$ cat config.mk
export PLATFORM = sky130hd
export DESIGN_NAME = shift_reg2d_ctrl
export DESIGN_NICKNAME = d
export VERILOG_FILES = /design/src/rtl/shift_reg2d_ctrl.sv
export SDC_FILE = /design/constraint.sdc
export NUM_CORES = 1
export LEC_CHECK = 0
export CORE_MARGIN = 1.5
export CORE_UTILIZATION = 51
export CTS_CLUSTER_DIAMETER = 60
export DETAILED_ROUTE_END_ITERATION = 10
export PLACE_DENSITY = 0.8
export SYNTH_ARGS = -nofsm -noshare
export SYNTH_HDL_FRONTEND = slang
export SYNTH_SLANG_ARGS = --single-unit
$ cat constraint.sdc
create_clock -name clk -period 4.86 [get_ports clk]
set_input_delay 0.486 -clock clk [delete_from_list [all_inputs] [get_ports clk]]
set_output_delay 0.486 -clock clk [all_outputs]
set_load 0.05 [all_outputs]
$ cat src/rtl/shift_reg2d_ctrl.sv
// Sequencing/arbitration controller for a WIDTH x DEPTH 2D shift register.
// Round-robin shares the single input port between requesters A and B, then freezes on a full frame.
module shift_reg2d_ctrl #(
  parameter int WIDTH = 4,
  parameter int DEPTH = 16,
  parameter int CNT_W = 5
) (
  input  logic             clk,
  input  logic             rst_n,
  input  logic             req_a,
  input  logic [WIDTH-1:0] data_a,
  output logic             gnt_a,
  input  logic             req_b,
  input  logic [WIDTH-1:0] data_b,
  output logic             gnt_b,
  input  logic             frame_ack,
  input  logic             flush,
  output logic             shift_en,
  output logic [WIDTH-1:0] shift_data,
  output logic [CNT_W-1:0] fill,
  output logic             frame_done
);

  // state    | meaning
  // ST_RUN   | grants enabled, accepted samples shift in
  // ST_HOLD  | frame complete, register frozen until frame_ack
  // ST_FLUSH | DEPTH zero shifts in progress, grants blocked
  typedef enum logic [1:0] {ST_RUN, ST_HOLD, ST_FLUSH} state_t;

  localparam int FC_W = (DEPTH > 1) ? $clog2(DEPTH) : 1;
  localparam logic [CNT_W-1:0] FILL_FULL = CNT_W'(DEPTH);
  localparam logic [CNT_W-1:0] FILL_LAST = CNT_W'(DEPTH - 1);
  localparam logic [FC_W-1:0]  FC_LAST   = FC_W'(DEPTH - 1);

  state_t          state;
  logic            last_b;
  logic [FC_W-1:0] flush_cnt;
  logic            run_ok;
  logic            pick_a;

  // Flush in RUN blocks that cycle's grants so no transfer races the clear.
  always_comb begin
    run_ok = rst_n && (state == ST_RUN) && !flush;
    pick_a = req_a && (!req_b || last_b);
    gnt_a  = run_ok && pick_a;
    gnt_b  = run_ok && req_b && !pick_a;
  end

  always_ff @(posedge clk or negedge rst_n) begin
    if (!rst_n) begin
      state      <= ST_RUN;
      shift_en   <= 1'b0;
      shift_data <= '0;
      fill       <= '0;
      frame_done <= 1'b0;
      last_b     <= 1'b1;
      flush_cnt  <= '0;
    end else if (flush && (state != ST_FLUSH)) begin
      state      <= ST_FLUSH;
      shift_en   <= 1'b1;
      shift_data <= '0;
      fill       <= '0;
      frame_done <= 1'b0;
      flush_cnt  <= '0;
    end else begin
      case (state)
        ST_RUN: begin
          if (gnt_a || gnt_b) begin
            shift_en   <= 1'b1;
            shift_data <= gnt_a ? data_a : data_b;
            last_b     <= gnt_b;
            if (fill >= FILL_LAST) begin
              fill       <= FILL_FULL;
              state      <= ST_HOLD;
              frame_done <= 1'b1;
            end else begin
              fill <= fill + CNT_W'(1);
            end
          end else begin
            shift_en <= 1'b0;
          end
        end
        ST_HOLD: begin
          shift_en <= 1'b0;
          if (frame_ack) begin
            state      <= ST_RUN;
            fill       <= '0;
            frame_done <= 1'b0;
          end
        end
        ST_FLUSH: begin
          if (flush_cnt == FC_LAST) begin
            state    <= ST_RUN;
            shift_en <= 1'b0;
          end else begin
            flush_cnt <= flush_cnt + FC_W'(1);
          end
        end
        default: state <= ST_RUN;
      endcase
    end
  end

endmodule

==> flow_results.org, run 1 <==
** Yosys
- After synthesis, the largest family of logic cells by area is simple AND/OR/NAND/NOR gates.
- Of the total synthesized cell area, the portion taken by full adders, half adders and majority gates is 0.06977.
- Yosys mapped a number of flops with a built-in enable equal to 0.
- Of the total synthesized cell area, the portion taken by XOR and XNOR cells is 0.008140.
- The share of synthesized area in the top cell type comes to 0.3953.
- The compound-cell area share of the yosys netlist came to 0.1837.
- Post-Syn Nets :: 128
- Mux cell area share after synthesis :: 0.05581
- Simple-gate share of the synthesized area :: 0.2198
- Number of instances in the synthesized netlist :: 108
- Dominant synthesized flop cell :: dfrtp_1
- Area leader, netlist :: dfrtp_1
- In the synthesized netlist the async set-or-reset flop fraction comes to 1.000.
- Fraction of the yosys area taken by sequential cells :: 0.4198
- Netlist area before placement :: 1076 um2
- Count of unique library cells instantiated by Yosys :: 42
- During synthesis, Yosys emitted a total of 0 warnings.
- Top cells by area, synth :: dfrtp_1 40%, ha_1 7.0%, mux2i_1 5.6%
- Syn Area/Cell :: 9.963 um2
- After synthesis the netlist holds a flip-flop and latch count of 18.

** Floorplanning
- The floorplan has 16 rows.
- The floorplan step set the die width to 48.94 um.
- 27 I/O pins were placed.
- Effective utilization at floorplan :: 0.5429
- The floorplan step set the die height to 48.94 um.
- Total die area :: 2395 um2
- Std-Cell Core Area :: 1982 um2

** Global routing
- First-pass GRT wire length :: 4.029 mm
- Number of global-route vias before repair :: 923
- Initial antenna violation count :: 0
- In the global route stage, overall resource usage came out at 0.2151.
- Maximum number of pins on one net before global-route repair :: 20
- Total gr overflow :: 0

** Setup path
- The cell family contributing the most delay on the critical path is buffers and inverters.
- The startpoint identified for the worst register-to-register timing path is fill[0]$_DFFE_PN0P_.
- The critical path runs through a total of 6 cells.
- Worst path buffer plus inverter count :: 4
- STA classifies the critical path startpoint as a primary input.
- Reg-to-reg endpoint :: frame_done$_DFFE_PN0P_
- Worst setup path endpoint :: gnt_a
- In this design, the stage delay of the slowest critical-path cell is 0.80 ns.
- The critical path is of the in -> out type.
- Capturing element type of the critical path :: output pin
- The worst register-to-register path has a setup slack of 2.97 ns.
- Highest net fanout along the worst path :: 19
- R2R depth :: 7
- STA puts the critical path data arrival time at 2.53 ns.
- Critical path cell sequence :: clkdlybuf4s50_1 -> buf_4 -> and3b_4 -> nand3_2 -> inv_1 -> clkdlybuf4s50_1
- Most numerous cell on the critical path :: clkdlybuf4s50_1
- Data required time of the worst path :: 4.37 ns
- CP max stage cell :: clkdlybuf4s50_1
- Origin of the worst setup path :: rst_n

** Drt
- Wire length on met1 :: 1.085 mm
- First-pass iteration count of the detailed router :: 4
- Once detail routing completed, the nets flagged for antenna violations numbered 0.
- Wire length per cell after detailed routing :: 13.62 um
- The routed design uses 1.022 mm of met2 wire.
- Number of DRC violations after detailed-routing iteration 0 :: 20
- Wires add up to 2.220 mm.
- Topmost layer with routed signal wires :: met4
- Summed over all nets, wire length on met3 after detailed routing comes to 74 um.
- The final route contains 916 vias.
- In the routed design, unresolved DRC markers number 0.
- Via count normalized by instance count :: 5.620

** Power and ir drop
- Total power :: 678.1 uW
- Internal Pwr Total :: 376.9 uW
- Maximum resistive drop on vdd :: 281.1 uV
- Of the total power, registers draw 0.365.
- For this design the total switching power over the nets is 301.2 uW.
- Clk pwr share :: 0.138
- The share of total power dissipated in combinational logic is 0.497.
- Summed over all cells, the static leakage comes to 0.0006586 uW.
- Cell Pwr Density :: 486.5 nW/um2
- Of the total power, the share spent switching nets is 0.4442.

** Timing
- The number of failing hold endpoints at the final stage is 0.
- Final worst-path setup slack :: 1.840 ns
- Setup repair after global routing left no endpoint under its margin.
- Sum of negative setup slack :: 0 ns
- Max-slew violation count :: 0
- Relative max-transition margin :: 0.6572
- Derived from the worst setup path, the maximum achievable clock frequency is 0.3312 GHz.
- The worst path needs 3.020 ns of the cycle, external delays included.
- On the final layout, the worst hold slack is 0.5069 ns.
- For the pin with the worst max-slew slack, the measured transition is 0.5126 ns.
- Count of endpoints failing setup in the final report :: 0
- Of the available clock period, the critical path in the final layout requires 0.6213.
- Across the routed clock network, the largest skew measured is 0.001174 ns.

** Final layout
- Count of fill cells added during filler insertion :: 165
- Number of nets in the layout :: 157
- In the layout the commonest cells are 26 x clkdlybuf4s50_1, 17 x dfrtp_1, 11 x o21ai_0, 10 x nand3_1, 8 x nand2_1.
- Most frequent standard cell in the layout excluding fill and tap cells :: clkdlybuf4s50_1
- Share of final-layout standard cells stronger than drive strength 1 :: 0.1176
- From synthesis to final layout, the design area changed by 29.54%.
- Post-route cell area :: 1394 um2
- The number of antenna diodes in the final layout is 0.

** Clocking
- After clock tree synthesis, the clock-pin slew on the worst setup and hold paths is 0.10 ns.
- Post-CTS timing repair inserted 0 buffers for setup.
- Number of resized instances in the post-cts repair step :: 0
- Counting the buffers created by CTS gives 3.
- The later pin in the worst-skew pair is clocked with a latency of 0.30 ns.
- # clock sinks :: 18
- After clock tree synthesis, the flow added hold-fix buffers numbering 0.
- Buffer levels on the longest clock path :: 2
- In this run the number of H-tree levels came out at 1.
- TritonCTS built the clock tree.
- Clock root cell :: clkbuf_4

** Place
- Weighted congestion at the end of routability-driven global placement :: 0.8045
- Setup Slack @ Placement :: 1.842 ns
- In this run the cell area measured after placement is 1358 um2.
- Number of buffers added on ports :: 26
- Half-perimeter wire length after placement :: 1.649 mm

** Worst hold path
- The min-delay analysis places its worst path in the category reg -> reg.

** Flow run
- Max-capacitance violation count :: 0

** Outcome
- Outcome :: completed
-- kinds of logic (layout without fill, tap and decap cells) --
| logic type | after synthesis | in the layout |
|---|---|---|
| mux | 6 | 6 |
| xor+xnor | 1 | 1 |
| compound gates | 28 | 28 |
| flops | 18 | 18 |
| fa+ha+maj | 6 | 6 |
| simple gates | 39 | 39 |
| buf+inv | 10 | 38 |
-- metal layers --
| metal | GRT usage | up-vias |
|---|---|---|
| li1 | - | 446 |
| met1 | 0.2917 | 448 |
| met2 | 0.3447 | 18 |
| met3 | 0.03374 | 4 |
| met4 | 0.08571 | 0 |
| met5 | 0 | - |
-- how the worst min path moves through the flow --
stage / start / cells past startpoint / to
floorplan: rst_n / 0 / fill[0]$_DFFE_PN0P_
global placement: shift_data[0]$_DFFE_PN0P_ / 2 / shift_data[0]$_DFFE_PN0P_
detailed placement: shift_data[1]$_DFFE_PN0P_ / 2 / shift_data[1]$_DFFE_PN0P_
CTS: shift_data[1]$_DFFE_PN0P_ / 2 / shift_data[1]$_DFFE_PN0P_
global route: last_b$_DFFE_PN1P_ / 1 / last_b$_DFFE_PN1P_
finish: shift_data[1]$_DFFE_PN0P_ / 2 / shift_data[1]$_DFFE_PN0P_
-- power groups by stage --
stage          registers (uW)  logic, uW  clock network (uW)
5_1_grt                   255        373                 100
3_5_place_dp              251        338                   0
3_3_place_gp              247        330                   0
2_1_floorplan             334        155                   0
4_1_cts                   248        341                96.5
6_report                  247        337                93.3
-- metrics by stage --
step | utilization | cells
after CTS | 0.7033 | 163
after detailed placement | 0.6850 | 159
after global routing | 0.7033 | 163
after global placement | 0.6850 | 159
after floorplan | - | 108
final | 0.7033 | 163
-- synth_stat cells (2+ instances only) --
| cell | number |
|---|---|
| dfrtp_1 | 17 |
| o21ai_0 | 11 |
| nand3_1 | 10 |
| nand2_1 | 8 |
| ha_1 | 6 |
| inv_1 | 6 |
| mux2i_1 | 6 |
| a21oi_1 | 4 |
| and3_1 | 4 |
| a41oi_1 | 2 |
| nor2_1 | 2 |
| or2b_1 | 2 |
-- flip-flops by register name, indices dropped and copies added (netlist names) --
name        cells
frame_done      1
shift_data      4
state           2
flush_cnt       4
shift_en        1
fill            5
last_b          1
-- worst register-to-register path: stages, from the launching register on --
cell	delay [ns]
dfrtp_1	0.46
ha_1	0.25
and3_1	0.19
ha_1	0.17
a41oi_1	0.26
and2_4	0.23
a221oi_2	0.06
mux2i_1	0.14
-- layout make-up --
| class | count | area, um2 | share of cell area |
|---|---|---|---|
| multi-input combinational | 80 | 578.1 | 0.4147 |
| timing repair buffer | 27 | 267.8 | 0.1921 |
| tap | 27 | 33.78 | 0.02424 |
| inverter | 7 | 26.28 | 0.01885 |
| clock buffer | 4 | 36.28 | 0.02603 |
| sequential | 18 | 451.7 | 0.3241 |
(Power assumes the default switching activity.)
==> run 2, diff against run 1 <==
--- a/config.mk
+++ b/config.mk
@@ -6,10 +6,10 @@
 export NUM_CORES = 1
 export LEC_CHECK = 0
 export CORE_MARGIN = 1.5
-export CORE_UTILIZATION = 51
+export CORE_UTILIZATION = 43
 export CTS_CLUSTER_DIAMETER = 60
 export DETAILED_ROUTE_END_ITERATION = 10
-export PLACE_DENSITY = 0.8
+export PLACE_DENSITY = 0.71
 export SYNTH_ARGS = -nofsm -noshare
 export SYNTH_HDL_FRONTEND = slang
 export SYNTH_SLANG_ARGS = --single-unit
==> constraint.sdc (replaced) <==
create_clock -name clk -period 2.45 [get_ports clk]
set_input_delay 0.245 -clock clk [delete_from_list [all_inputs] [get_ports clk]]
set_output_delay 0.245 -clock clk [all_outputs]
set_load 0.05 [all_outputs]
==> flow_results.org, run 2 (synthesis results as in run 1) <==
** Global routing
- Across every metal layer, demand over resource in global routing totals 0.2016.
- Entering global routing, the biggest net connects 19 pins.
- First-pass GRT wire length :: 4.029 mm
- The number of global-route vias before repair came to 890.
- The initial antenna violation count was 0.
- Total gr overflow :: 0

** Floorplanning
- Count of standard-cell rows :: 17
- Floorplan die width :: 53.03 um
- The initial utilization of the core area, before any placement, comes to 0.4684.
- Height of the die :: 53.03 um
- For this design the top-level I/O count stands at 27.
- The floorplan step defined a die boundary enclosing 2812 um2.
- Std-Cell Core Area :: 2297 um2

** Clocking
- Buffer levels on the longest clock path :: 2
- Number of resized instances in the post-cts repair step :: 0
- At the later pin of the worst-skew pair, clock insertion delay measures 0.30 ns.
- The number of setup buffers added after CTS is 0.
- Clock buffers created by TritonCTS :: 3
- In this run the number of H-tree levels came out at 1.
- Number of buffers added to fix hold violations after cts :: 0
- Clock tree synthesis found a total of 18 sinks.
- Clock root cell :: clkbuf_4
- After clock tree synthesis, the clock-pin slew on the worst setup and hold paths is 0.11 ns.
- TritonCTS built the clock tree.

** Drt
- Dividing the detail-routed wire length by the instance count gives 14.22 um.
- First-pass iteration count of the detailed router :: 4
- Vias after detailed routing :: 910
- Number of DRC violations after detailed-routing iteration 0 :: 21
- After detailed routing, the number of vias per cell comes to 5.549.
- The routed design has 2.332 mm of wire.
- Post-route antenna net violation count :: 0
- Post-route DRC :: 0

** Setup path
- Counting cells, the worst reg-to-reg path comes to 7.
- Data on the critical path is required at its endpoint by 2.20 ns.
- The critical path is of the reg -> out type.
- Capturing element type of the critical path :: output pin
- Startpoint of the most critical register-to-register path :: fill[0]$_DFFE_PN0P_
- The worst setup path is launched from a register.
- Following the worst setup path forward leads to its endpoint at gnt_a.
- In this run the critical register-to-register path is captured at frame_done$_DFFE_PN0P_.
- Arrival time worst endpoint :: 1.80 ns
- For flop-to-flop paths, the worst setup slack is 0.56 ns.
- Tracing the worst setup path back leads to its startpoint at state[1]$_DFFE_PN0P_.
- Highest net fanout along the worst path :: 5

** Place
- Once placement finished, the instance area stood at 1379 um2.
- Weighted congestion at the end of routability-driven global placement :: 0.7903
- In this run the tool buffered the top-level ports with 26 buffer cells.
- Detailed placement ended at an HPWL of 1.726 mm.
- In this run, placement finished with an instance count of 160.

** Flow run
- Max-capacitance violation count :: 0

** Final layout
- After routing the design area is 1415 um2.
- Area growth, synth to finish :: 31.51%
- In the final layout, the registers with the most flip-flops are fill (5), flush_cnt (4), shift_data (4).
- Once layout is complete, the utilization of the core stands at 0.6160.
- Commonest cells after routing, fill and taps aside :: 24 x clkdlybuf4s50_1, 17 x dfrtp_1, 11 x o21ai_0, 10 x nand3_1, 8 x nand2_1
- Max FFs per register :: 5
- At the end of the flow, the number of nets in the layout was 157.
- In the final layout, the share of cells above drive strength 1 is 0.1324.
- More flip-flops sit in one register than any other, and that register is fill.
- The multi-input combinational cells in the finished layout cover a total of 578.1 um2.
- Final instance count without filler cells :: 164
- The filler cells instantiated in the layout total 188.
- Antenna Diode Count :: 0
- In the final layout, flip-flops and latches occupy 451.7 um2.
- Most frequent standard cell in the layout excluding fill and tap cells :: clkdlybuf4s50_1

** Worst hold path
- The worst hold path belongs to the class in -> async.

** Timing
- Count of endpoints failing setup in the final report :: 0
- Final Skew :: 0.007590 ns
- The number of failing hold endpoints at the final stage came to 0.
- In the finished design, the share of the clock period the worst path needs comes to 0.8333.
- Max-slew violation count :: 0
- Relative max-transition margin :: 0.6642
- RSZ-0062 raised after global routing :: false
- Actual slew at the worst max-slew pin :: 0.5021 ns
- Static timing analysis puts the maximum clock frequency at 0.4898 GHz.
- Minimum clock period :: 2.042 ns
- In the final timing run, aggregate negative setup slack is 0 ns.

** Outcome
- Outcome :: completed

** Power and ir drop
- Power comes to 1358 uW.
- Leakage power :: 0.0006682 uW
- For this design the ratio of total power to cell area is 959.9 nW/um2.
- Maximum resistive drop on vdd :: 671.9 uV
[run 2: cell count changes in the layout (fill, tap and decap cells not counted)]
cell	change
buf_12	+2
clkdlybuf4s50_1	-2
[run 2: routing by layer]
metal / wire length, um / track usage / up-vias / share of wire
li1: - / - / 448 / -
met2: 1118 / 0.3313 / 20 / 0.48
met5: 0 / 0 / - / 0
met1: 1082 / 0.2527 / 440 / 0.46
met4: 14 / 0.05128 / 0 / 0.0060
met3: 116 / 0.06780 / 2 / 0.050
[run 2: where the power goes]
part | internal (uW) | switching, uW
registers | 404 | 90.3
clock network | 90.7 | 97.8
logic | 258 | 418
[run 2: layout make-up]
cell class / instances / share of cell area
Multi-Input combinational cell: 80 / 0.4085
Sequential cell: 18 / 0.3192
Timing Repair Buffer: 27 / 0.2034
Clock buffer: 4 / 0.02564
Tap cell: 28 / 0.02476
Inverter: 7 / 0.01857
[run 2: worst min-delay path by stage]
stage / start / to / slack [ns] / depth (start not counted)
final: rst_n / shift_data[1]$_DFFE_PN0P_ / 0.32 / 2
after global routing: rst_n / flush_cnt[1]$_DFFE_PN0P_ / 0.32 / 2
after global placement: shift_data[1]$_DFFE_PN0P_ / shift_data[1]$_DFFE_PN0P_ / 0.49 / 2
after floorplan: rst_n / fill[0]$_DFFE_PN0P_ / -0.05 / 0
after CTS: rst_n / flush_cnt[1]$_DFFE_PN0P_ / 0.33 / 2
after detailed placement: flush_cnt[0]$_DFFE_PN0P_ / flush_cnt[0]$_DFFE_PN0P_ / 0.50 / 1
[run 2: through the flow]
stage               worst slack [ns]  hold slack, ns
floorplan                     0.4586        -0.05059
global placement              0.6495          0.4884
detailed placement            0.6016          0.4988
CTS                           0.3931          0.3289
global route                  0.2412          0.3198
finish                        0.4083          0.3200
[run 2: critical path: stages, from the launching register on]
cell and delay [ns]:
dfrtp_1 0.42, inv_1 0.10, ha_1 0.25, and3b_4 0.27, nand3_2 0.17, inv_1 0.14, buf_12 0.14
